--- config.mk ---
export PLATFORM = sky130hd
export DESIGN_NAME = vixen_tc_fill_scheduler
export DESIGN_NICKNAME = d
export VERILOG_FILES = /design/src/rtl/vixen_tc_fill_scheduler.sv
export SDC_FILE = /design/constraint.sdc
export NUM_CORES = 2
export LEC_CHECK = 0
export ABC_AREA = 1
export ABC_CLOCK_PERIOD_IN_PS = 16450
export BUFFER_PORTS_ARGS = -buffer_cell sky130_fd_sc_hd__buf_4
export CAP_MARGIN = 15
export CORE_AREA = 2 2 464 466
export CTS_CLUSTER_SIZE = 30
export DETAILED_ROUTE_END_ITERATION = 12
export DIE_AREA = 0 0 466 468
export PLACE_DENSITY = 0.41
export SYNTH_ARGS = -nofsm -noshare
export SYNTH_HDL_FRONTEND = slang
export SYNTH_SLANG_ARGS = --single-unit
--- constraint.sdc ---
create_clock -name clk -period 16.45 [get_ports clk]
set_clock_uncertainty 0.1 [all_clocks]
set_input_delay 1.645 -clock clk [delete_from_list [all_inputs] [get_ports clk]]
set_output_delay 1.645 -clock clk [all_outputs]
set_load 0.01 [all_outputs]
--- src/rtl/vixen_tc_fill_scheduler.sv ---
// Trace-cache fill scheduler: per-thread fill FIFOs, round-robin grant onto the single
// fill port, and a flush sequencer that drains a thread's queue and strobes the cache.
module vixen_tc_fill_scheduler #(
   parameter int FIFO_DEPTH        = 2,
   parameter int FLUSH_WAIT_CYCLES = 2
) (
   input  logic         clk,
   input  logic         rst,
   input  logic [1:0]   req_valid,
   output logic [1:0]   req_ready,
   input  logic [191:0] req_uops_t0,
   input  logic [191:0] req_uops_t1,
   input  logic [2:0]   req_uvalid_t0,
   input  logic [2:0]   req_uvalid_t1,
   input  logic [63:0]  req_pc_t0,
   input  logic [63:0]  req_pc_t1,
   output logic         tc_fill_enable,
   output logic [191:0] tc_uops_in,
   output logic [2:0]   tc_valid_in,
   output logic [63:0]  tc_fill_pc,
   output logic [1:0]   tc_fill_thread_id,
   input  logic         flush_req,
   input  logic [1:0]   flush_req_tid,
   output logic         tc_flush,
   output logic [1:0]   tc_flush_thread_id,
   output logic         flush_busy,
   output logic [31:0]  perf_grants,
   output logic [31:0]  perf_discards
);

   // state       | meaning
   // IDLE        | no flush in progress
   // FLUSH_ISSUE | one-cycle tc_flush strobe for flush_mask
   // FLUSH_WAIT  | quiet countdown; re-issues for any flush merged meanwhile
   typedef enum logic [1:0] {IDLE, FLUSH_ISSUE, FLUSH_WAIT} state_t;

   localparam int AW = (FIFO_DEPTH > 1) ? $clog2(FIFO_DEPTH) : 1;
   localparam int CW = AW + 1;
   localparam int TW = $clog2(FLUSH_WAIT_CYCLES + 1);
   localparam int EW = 64 + 3 + 192;

   logic [EW-1:0]        mem [2][FIFO_DEPTH];
   logic [1:0][AW-1:0]   rd_ptr, wr_ptr;
   logic [1:0][CW-1:0]   count;
   logic [1:0][EW-1:0]   entry_in, head;
   logic [1:0]           full, empty, blocked, flush_hit, push, grant, elig, uvalid_any;
   logic                 last_grant;
   logic [31:0]          discard_now;

   state_t               state_q, state_d;
   logic [TW-1:0]        wait_cnt;
   logic [1:0]           flush_mask, pending, pend_eff;

   assign entry_in[0] = {req_pc_t0, req_uvalid_t0, req_uops_t0};
   assign entry_in[1] = {req_pc_t1, req_uvalid_t1, req_uops_t1};
   assign uvalid_any  = {|req_uvalid_t1, |req_uvalid_t0};

   always_comb begin
      for (int t = 0; t < 2; t++) begin
         full[t]  = (count[t] == CW'(FIFO_DEPTH));
         empty[t] = (count[t] == '0);
         head[t]  = mem[t][rd_ptr[t]];
      end
   end

   // A flush landing this cycle drops the thread's queue, so it must neither pop nor push.
   assign flush_hit = flush_req ? flush_req_tid : 2'b00;
   assign req_ready = ~full & ~blocked;
   assign push      = req_valid & req_ready & uvalid_any & ~flush_hit;
   assign elig      = ~empty & ~blocked & ~flush_hit;

   always_comb begin
      case (elig)
         2'b01:   grant = 2'b01;
         2'b10:   grant = 2'b10;
         2'b11:   grant = last_grant ? 2'b01 : 2'b10;
         default: grant = 2'b00;
      endcase
   end

   assign discard_now = (flush_hit[0] ? 32'(count[0]) : 32'd0)
                      + (flush_hit[1] ? 32'(count[1]) : 32'd0);

   always_ff @(posedge clk) begin
      for (int t = 0; t < 2; t++) begin
         if (push[t]) mem[t][wr_ptr[t]] <= entry_in[t];
      end
   end

   always_ff @(posedge clk) begin
      if (rst) begin
         rd_ptr     <= '0;
         wr_ptr     <= '0;
         count      <= '0;
         last_grant <= 1'b1;
      end else begin
         for (int t = 0; t < 2; t++) begin
            if (flush_hit[t]) begin
               rd_ptr[t] <= '0;
               wr_ptr[t] <= '0;
               count[t]  <= '0;
            end else begin
               if (push[t])  wr_ptr[t] <= wr_ptr[t] + AW'(1);
               if (grant[t]) rd_ptr[t] <= rd_ptr[t] + AW'(1);
               count[t] <= count[t] + CW'(push[t]) - CW'(grant[t]);
            end
         end
         if (grant != 2'b00) last_grant <= grant[1];
      end
   end

   always_ff @(posedge clk) begin
      if (rst) begin
         tc_fill_enable    <= 1'b0;
         tc_uops_in        <= '0;
         tc_valid_in       <= '0;
         tc_fill_pc        <= '0;
         tc_fill_thread_id <= '0;
         perf_grants       <= '0;
         perf_discards     <= '0;
      end else begin
         tc_fill_enable <= |grant;
         if (grant[0]) begin
            {tc_fill_pc, tc_valid_in, tc_uops_in} <= head[0];
            tc_fill_thread_id                     <= 2'b01;
         end else if (grant[1]) begin
            {tc_fill_pc, tc_valid_in, tc_uops_in} <= head[1];
            tc_fill_thread_id                     <= 2'b10;
         end
         perf_grants   <= perf_grants + 32'(|grant);
         perf_discards <= perf_discards + discard_now;
      end
   end

   always_ff @(posedge clk) begin
      if (rst) state_q <= IDLE;
      else     state_q <= state_d;
   end

   // Flushes arriving mid-sequence accumulate here and are re-issued after the wait.
   assign pend_eff = pending | ((state_q != IDLE) ? flush_hit : 2'b00);

   always_comb begin
      state_d = state_q;
      case (state_q)
         IDLE:        if (flush_hit != 2'b00) state_d = FLUSH_ISSUE;
         FLUSH_ISSUE: state_d = FLUSH_WAIT;
         FLUSH_WAIT:  if (wait_cnt == '0) state_d = (pend_eff != 2'b00) ? FLUSH_ISSUE : IDLE;
         default:     state_d = IDLE;
      endcase
   end

   always_ff @(posedge clk) begin
      if (rst) begin
         wait_cnt   <= '0;
         flush_mask <= '0;
         pending    <= '0;
         blocked    <= '0;
      end else begin
         case (state_q)
            IDLE: begin
               if (flush_hit != 2'b00) begin
                  flush_mask <= flush_hit;
                  blocked    <= flush_hit;
               end
            end
            FLUSH_ISSUE: begin
               wait_cnt <= TW'(FLUSH_WAIT_CYCLES);
               pending  <= pend_eff;
               blocked  <= blocked | flush_hit;
            end
            FLUSH_WAIT: begin
               if (wait_cnt == '0) begin
                  pending <= '0;
                  if (pend_eff != 2'b00) begin
                     flush_mask <= pend_eff;
                     blocked    <= pend_eff;
                  end else begin
                     blocked <= '0;
                  end
               end else begin
                  wait_cnt <= wait_cnt - TW'(1);
                  pending  <= pend_eff;
                  blocked  <= blocked | flush_hit;
               end
            end
            default: ;
         endcase
      end
   end

   always_comb begin
      flush_busy         = (state_q != IDLE);
      tc_flush           = (state_q == FLUSH_ISSUE);
      tc_flush_thread_id = (state_q == FLUSH_ISSUE) ? flush_mask : 2'b00;
   end

endmodule

==> results_dict.tcl <==
set metrics [dict create \
    cts_num_sinks 1381 \
    ys_seq_area_share_pct 71.86 \
    cts_buffer_depth 3 \
    cts-resized-gates 0 \
    relSlewSlack_pct 14.57 \
    vdd_drop_max_mv 0.1357 \
    outcome "finished clean" \
    grt_pass1_wl_mm 264.2 \
    cpMostUsedCell "buf_4" \
    leakage_nw 24.88 \
    initial_core_util_pct 24.80 \
    dieArea_um2 218100 \
    viasPerCell 4.443 \
    cts_tree "built" \
    first_global_vias 35039 \
    crit_type "in2reg" \
    power.density_nw_per_um2 174.9 \
    design_area_um2 67770 \
    antenna_found_initial 59 \
    start_kind "primary input" \
    reg2regPathDepth 8 \
    globalRouteTotalUtil_pct 16.70 \
    ys_types 34 \
    io_pins 857 \
    ys_ff_latch 1381 \
    crit_chain "buf_4 > nand2_2 > nand2_1 > a21oi_2 > inv_2 > nand2_8 > buf_4 > buf_4 > nand3_1 > nand3_1 > nand2_1" \
    syn2layout_area_growth_pct 28.10 \
    die_height_um 468 \
    r2r_setup_slack_ns 11.69 \
    rsz0062_at_grt "false" \
    setup_tns_ns 0 \
    mostFrequentLayoutCells "edfxtp_1 (1036), buf_4 (900), nand2_1 (720)" \
    drive_gt1_share_pct 23.33 \
    nets 5418 \
    critPathBufInv 4 \
    required_ns 17.03 \
    drc_errors 0 \
    placed_cell_area_um2 62430 \
    r2r_start "rd_ptr[0]" \
    setup_violations 0 \
    holdCritStartpoint "wait_cnt[0]" \
    fin_crit_ns 4.809 \
    fmax_mhz 208.0 \
    grt_max_degree 147 \
    crit_path_end_kind "register" \
    coreArea_um2 213300 \
    cp_data_arrival_time_ns 5.39 \
    std_cell_rows 170 \
    ys_warn_count 0 \
    min_period_over_period_pct 29.23 \
    wl_per_cell_um 23.89 \
    ctsHoldBuffers 0 \
    path_max_fanout 70 \
    dieWidth_um 466 \
    drt-initial-drc-count 2113 \
    ys_async_sr_fraction_pct 0 \
    post_cts_buffers 0 \
    vias 34960 \
    drv_slew 0 \
    crit_family "buffers and inverters" \
    firstDrtPassIters 5 \
    syn_area_um2 52900 \
    root_buffer "clkbuf_16" \
    synthCells 4039 \
    final_common_cell "edfxtp_1" \
    min_to "wait_cnt[0]" \
    clock_latency_ns 0.81 \
    htreeDepth 4 \
    rr_endpoint "tc_uops_in[36]" \
    worst_slew_pin_slew_ns 1.281 \
    hp-class "reg2reg" \
    overflow 0 \
    synth_ff_type "edfxtp_1" \
    cts_made_buffers 163 \
    clkTransAtPathRegs_ns 0.06 \
    cpMaxStageDelayCell "buf_4" \
    postRouteAntennaNets 0 \
    numPortBuffers 856 \
    maxCapViolations 0 \
    cpPeakStageDelay_ns 0.88 \
    wirelength_mm 188.0 \
    syn_area_per_cell_um2 13.10 \
    hpwl_mm 119.2 \
    hold_viol 0 \
    synth_edf_count 1036 \
    holdPathStages 1 \
    synth_fp_nets 4581 \
    gp_congestion 0.8266 \
]
[registers in the layout, indices dropped and copies added, names as in the netlist]
signal and count:
count 4, tc_fill_pc 64, wr_ptr 2, pending 2, flush_mask 2, rd_ptr 2, last_grant 1, perf_discards 32
blocked 2, tc_uops_in 192, tc_fill_enable 1, state_q 2, mem 1036, perf_grants 32, wait_cnt 2, tc_valid_in 3
tc_fill_thread_id 2
[synthesized netlist by cell type (2+ instances only)]
library cell	count	area share (%)
buf_4	11	0.16
a21oi_2	2	0.033
or2_2	3	0.035
o21ai_0	216	2.0
buf_2	80	0.76
o21bai_1	2	0.028
o21a_1	4	0.057
a21oi_1	52	0.49
nand3_1	593	5.6
buf_1	32	0.23
clkbuf_1	112	0.79
nand3b_1	22	0.31
dfxtp_1	345	13
nand2_1	721	5.1
inv_1	77	0.55
nor3_1	6	0.057
nor3b_1	2	0.028
inv_2	2	0.014
ha_1	14	0.33
nand2_2	7	0.083
mux2i_1	517	9.8
edfxtp_1	1036	59
fa_1	3	0.11
nand4_1	5	0.059
a211oi_1	3	0.043
o21ai_1	10	0.095
nor2_1	144	1.0
xnor2_1	8	0.13
xor2_1	5	0.083
[worst reg2reg max path, stage by stage, from the launching register on]
cell     delay (ns)
dfxtp_4        0.72
buf_4          0.75
buf_4          0.83
buf_4          0.80
buf_4          0.69
mux2i_1        0.46
o21ai_0        0.13
nand3_1        0.11
nand2_1        0.06
[per-stage QoR]
step	std cells	worst slack [ns]	hold slack (ns)	util, %	power, mW
after CTS	7854	11.54	0.3270	31.75	12.10
after detailed placement	7549	10.79	0.3189	29.26	8.476
final	7868	11.64	0.3318	31.76	11.85
after global routing	7864	11.37	0.3507	31.76	12.53
after floorplan	4039	2.707	0.3027	-	6.893
after global placement	7549	10.87	0.3122	29.26	8.463
[logic make-up after synthesis]
family	synth area share (%)
compound gates	2.848
flops	71.86
fa+ha+maj	0.4446
buf+inv	2.507
simple gates	12.34
mux	9.782
xor+xnor	0.2152
[routing by layer]
layer  vias to the layer above  part of all wire, %  routed length (um)  GRT usage (%)
met3                       285                  7.3               13760          5.426
met5                         -                 0.21                 389              0
met4                        60                  2.3                4340          4.575
met2                       982                   48               90070          27.66
met1                     17363                   42               79420          20.78
li1                      16270                    -                   -              -
[area by class of cell]
cell class | instances | area, um2
clock buffers | 237 | 4639
flip-flops and latches | 1381 | 38020
inverters | 80 | 315.3
fillers | 21555 | 145600
well taps | 2838 | 3551
multi-input cells | 2343 | 13650
clock inverters | 68 | 659.4
diodes | 14 | 35.03
repair buffers | 907 | 6897
[worst max-delay path by stage]
stage                           startpoint              end  slack (ns)  depth (start not counted)
after floorplan           flush_req_tid[0]        mem[0][0]        2.71                          3
after global placement           flush_req  tc_uops_in[137]       10.87                         11
after detailed placement         flush_req  tc_uops_in[104]       10.79                         11
after CTS                        rd_ptr[0]   tc_uops_in[36]       11.54                          8
after global routing             rd_ptr[0]   tc_uops_in[36]       11.37                          8
final                            flush_req  tc_uops_in[154]       11.64                         11
[power by group]
group / leakage [nW] / switching, mW / internal [mW]
Combinational: 9.98 / 2.32 / 1.22
Clock: 2.58 / 1.50 / 2.06
Sequential: 12.3 / 0.304 / 4.44
Total: 24.9 / 4.12 / 7.73
(Power assumes the default switching activity.)
